--- src/rtl/seq_booth_multiplier.sv ---
// Multi-cycle radix-2 Booth multiplier with valid/ready handshakes on both sides.
// Operands are extended to WIDTH+1 bits so one datapath serves signed and unsigned modes.
module seq_booth_multiplier #(
   parameter int WIDTH = 32
) (
   input  logic                 clk,
   input  logic                 rst,
   input  logic                 in_valid,
   output logic                 in_ready,
   input  logic [WIDTH-1:0]     in1,
   input  logic [WIDTH-1:0]     in2,
   input  logic                 signed_mode,
   output logic                 out_valid,
   input  logic                 out_ready,
   output logic [2*WIDTH-1:0]   out
);

   localparam int CNT_W = $clog2(WIDTH + 2);
   localparam logic [CNT_W-1:0] LAST = CNT_W'(WIDTH);

   typedef enum logic [1:0] {IDLE, CALC, DONE} state_t;

   state_t                   state_q, state_d;
   logic signed [WIDTH:0]    a_q, a_d;
   logic signed [WIDTH:0]    m_q, m_d;
   logic [WIDTH:0]           q_q, q_d;
   logic                     qm1_q, qm1_d;
   logic [CNT_W-1:0]         cnt_q, cnt_d;
   logic                     in_ready_q, in_ready_d;
   logic                     out_valid_q, out_valid_d;
   logic [2*WIDTH-1:0]       out_q, out_d;

   logic signed [WIDTH:0]    sum;
   logic signed [WIDTH:0]    a_sh;
   logic [WIDTH:0]           q_sh;

   always_comb begin
      sum = a_q;
      unique case ({q_q[0], qm1_q})
         2'b01:   sum = a_q + m_q;
         2'b10:   sum = a_q - m_q;
         default: sum = a_q;
      endcase
      // Arithmetic right shift of the combined {A,Q,q_-1} register.
      a_sh = sum >>> 1;
      q_sh = {sum[0], q_q[WIDTH:1]};
   end

   always_comb begin
      state_d     = state_q;
      a_d         = a_q;
      m_d         = m_q;
      q_d         = q_q;
      qm1_d       = qm1_q;
      cnt_d       = cnt_q;
      in_ready_d  = in_ready_q;
      out_valid_d = out_valid_q;
      out_d       = out_q;
      case (state_q)
         IDLE: begin
            if (in_valid) begin
               m_d        = {signed_mode & in1[WIDTH-1], in1};
               q_d        = {signed_mode & in2[WIDTH-1], in2};
               a_d        = '0;
               qm1_d      = 1'b0;
               cnt_d      = '0;
               in_ready_d = 1'b0;
               state_d    = CALC;
            end
         end
         CALC: begin
            a_d   = a_sh;
            q_d   = q_sh;
            qm1_d = q_q[0];
            cnt_d = cnt_q + CNT_W'(1);
            if (cnt_q == LAST) begin
               out_d       = {a_sh[WIDTH-2:0], q_sh};
               out_valid_d = 1'b1;
               state_d     = DONE;
            end
         end
         DONE: begin
            if (out_ready) begin
               out_valid_d = 1'b0;
               in_ready_d  = 1'b1;
               state_d     = IDLE;
            end
         end
         default: begin
            out_valid_d = 1'b0;
            in_ready_d  = 1'b1;
            state_d     = IDLE;
         end
      endcase
   end

   always_ff @(posedge clk) begin
      if (rst) begin
         state_q     <= IDLE;
         a_q         <= '0;
         m_q         <= '0;
         q_q         <= '0;
         qm1_q       <= 1'b0;
         cnt_q       <= '0;
         in_ready_q  <= 1'b1;
         out_valid_q <= 1'b0;
         out_q       <= '0;
      end else begin
         state_q     <= state_d;
         a_q         <= a_d;
         m_q         <= m_d;
         q_q         <= q_d;
         qm1_q       <= qm1_d;
         cnt_q       <= cnt_d;
         in_ready_q  <= in_ready_d;
         out_valid_q <= out_valid_d;
         out_q       <= out_d;
      end
   end

   assign in_ready  = in_ready_q;
   assign out_valid = out_valid_q;
   assign out       = out_q;

endmodule
--- config.mk ---
export PLATFORM = sky130hd
export DESIGN_NAME = seq_booth_multiplier
export DESIGN_NICKNAME = d
export VERILOG_FILES = /design/src/rtl/seq_booth_multiplier.sv
export SDC_FILE = /design/constraint.sdc
export NUM_CORES = 1
export LEC_CHECK = 0
export CAP_MARGIN = 15
export CORE_MARGIN = 10
export CORE_UTILIZATION = 35
export DETAILED_ROUTE_END_ITERATION = 12
export SLEW_MARGIN = 20
export SYNTH_ARGS = -nofsm -noshare
export SYNTH_HDL_FRONTEND = slang
export SYNTH_SLANG_ARGS = --single-unit
--- constraint.sdc ---
create_clock -name clk -period 3.4 [get_ports clk]
set_input_delay 0.68 -clock clk [delete_from_list [all_inputs] [get_ports clk]]
set_output_delay 0.68 -clock clk [all_outputs]
set_load 0.01 [all_outputs]
==> run metrics <==
status finished with violations; failing checks negative setup slack; Antenna Nets Post-Route 0; clk sinks 173; crit-path leading delay family simple AND/OR/NAND/NOR gates; PnR worst setup slack -0.265 ns; switching power 2.02 mW; RSZ-0062 raised after global routing true; most common cell in the netlist nand2_1; non-filler instance count after layout 1777; crit path DAT 4.03 ns; hold path depth 2; Critical R2R Capture a_q[31]; Routability Congestion 0.878; largest stage delay on the critical path 0.55 ns; synth cell count leaders 215 x nand2_1, 174 x a21oi_1, 173 x dfxtp_1; Relative slew margins 0.421; Final Setup Violations 27; Design Power 6.01 mW; initial antenna violation count 0; Reg2Reg Depth 14; via count 9246; Data required, critical path 3.76 ns; vias per cell 5.20; Inserted Diodes 0; flop and latch count out of synthesis 173; Die X 182 um; reg-to-reg setup timing slack -0.26 ns; Max Cap Violations 0; CP bufs+invs 1; ys flop type dfxtp_1; Seq/Total Area, Yosys 0.377; Initial Util 0.354; layout filler cell count 2601; number of DRC markers in iteration 0 435; Max Clock Skew 0.0125 ns; H-tree Lvls 4; Hold Violations, Final 0; post-place instance area 11700 um2; synth unique cells 68; Post-Synthesis Cells 1212; CP max FO 4; LEAKAGE 4.84 nW; largest cells by area after synthesis dfxtp_1 38%, a21oi_1 9.5%, nand2_1 8.8%; Worst Hold Launch out[6]; Worst VDD drop 0.284 mV; root buffer cell clkbuf_16; hold endpoint out[6]; Power per Cell Area 464 nW/um2; synthesized area 9190 um2; fraction of registers with async set/reset 0; share of cells above drive strength 1 0.198; CTS max path bufs 2; Layout Nets 1535; crit start category flop; Post-Syn Nets 1318; number of global-route vias before repair 9293; IO Port Bufs 134; largest net degree at the start of global routing 63; Flop pwr share 0.363; Clock power frac 0.339; total track usage 0.172; Worst-Margin Slew 0.865 ns; Mean Syn Cell Area 7.58 um2; Sw Share 0.336; Die ar. 33100 um2; kind of end point of the critical path flop; path category of the worst min-delay check flop to flop; pre-CTS setup slack -0.400 ns; crit path kind flop to flop; Detailed Place HPWL 21300 um; number of flops mapped to enable cells by yosys 0; DRC 0; crit path cell chain or4_4 -> nor3_4 -> buf_4 -> a31oi_4 -> xnor2_1 -> ha_1 -> a21o_1 -> nor3b_1 -> o21ba_4 -> a211oi_2 -> o211a_1 -> or3_4 -> a2111o_1 -> o211ai_1; Post-Route WL 29500 um; Synth top area share 0.377; Final Cell Area 13000 um2; Num CTS Buffers 17; Placeable Area 26000 um2; period utilization 1.08; synthesis-to-layout area growth 40.9%; # IOs 135; Crit. path cell count 14; GRT Residual Overflow 0; row count 59; worst-skew pair later-pin latency 0.44 ns; cell count after placement 1724; Clock transition at path regs 0.08 ns; area leader, netlist dfxtp_1; CP max stage cell or4_4; first-pass GRT wire length 47600 um; fin util 0.498; yosys synthesis warning count 0; R2R Path Start m_q[6]; internal power 3.99 mW; combinational power share 0.298; Die Y 182 um; Wirelength per Cell 16.6 um; Max Slew Vio Count 0; Peak Freq 0.273 GHz; Final min period 3.66 ns; CTS tree done; 1st-pass router iterations 4
-- worst max-delay path by stage --
| stage | startpoint | end |
|---|---|---|
| after floorplan | m_q[9] | a_q[31] |
| after global placement | m_q[9] | a_q[28] |
| after detailed placement | m_q[9] | out[54] |
| after CTS | m_q[6] | out[57] |
| after global routing | m_q[6] | out[57] |
| final | m_q[6] | a_q[31] |
-- per-stage QoR --
step                      TNS (ns)  hold WS [ns]
after floorplan             -0.244         0.444
after global placement       -6.30         0.443
after detailed placement     -6.79         0.447
after CTS                    -4.94         0.458
after global routing         -9.16         0.479
final                        -3.16         0.456
-- cells by family after synthesis --
logic type / count (synthesis) / synth area share
simple gates: 471 / 0.225
compound gates: 364 / 0.243
flops: 173 / 0.377
buf+inv: 106 / 0.0442
xor+xnor: 51 / 0.0494
fa+ha+maj: 37 / 0.0512
mux: 10 / 0.0110
-- cell type report --
class	instances	area (um2)	share of cell area
inverters	24	90.1	0.00696
flip-flops and latches	173	3470	0.268
clock inverters	15	206	0.0159
repair buffers	280	2510	0.194
clock buffers	17	425	0.0328
well taps	335	419	0.0324
multi-input cells	933	5840	0.451
-- state kept, by name (all words and copies together), names as in the netlist --
name	count
m_q	33
a_q	32
out_valid	1
cnt_q	6
in_ready	1
state_q	2
qm1_q	1
q_q	33
out	64
-- cell usage in the layout (no fill, tap or decap), types with 9 or more instances in the layout --
cell,netlist,layout
buf_6,1,10
clkbuf_16,0,17
a31oi_1,20,16
clkdlybuf4s50_1,0,133
nand3_1,44,39
nor2_1,123,116
o21a_1,9,9
a22oi_1,15,15
xor2_1,9,9
a21oi_2,0,18
buf_4,0,134
o211ai_1,9,9
nor3_1,28,24
o21ai_0,52,35
dfxtp_1,173,171
o21ai_1,0,14
a21oi_1,174,155
a211oi_1,15,10
o221ai_1,18,18
a21o_1,10,10
xnor2_1,41,38
nand2_1,215,211
ha_1,36,29
inv_1,23,22
-- metal layers --
metal / vias up / wire [um] / GRT usage
li1: 4705 / - / -
met1: 4353 / 13100 / 0.205
met2: 148 / 14700 / 0.309
met3: 40 / 1040 / 0.0310
met4: 0 / 632 / 0.0501
met5: - / 0 / 0
-- timing repair --
| action | 4_1_cts | 5_1_grt |
|---|---|---|
| setup endpoints to repair | 36 | 40 |
| pin swaps | 40 | 34 |
| cloned | 0 | 0 |
| hold buffers | 0 | 0 |
| setup buffers | 19 | 4 |
| resized for setup | 59 | 51 |
-- power by group through the flow --
stage	clock network, mW	registers, mW	logic (mW)
6_report	2.04	2.18	1.79
3_5_place_dp	0	2.22	1.56
5_1_grt	2.18	2.19	1.95
4_1_cts	2.09	2.18	1.69
3_3_place_gp	0	2.22	1.54
2_1_floorplan	0	2.21	0.954
-- worst min-delay path: stages (launching register included) --
cell     delay (ns)
dfxtp_1        0.31
nand2_1        0.05
a21oi_1        0.05
(Power assumes the default switching activity.)
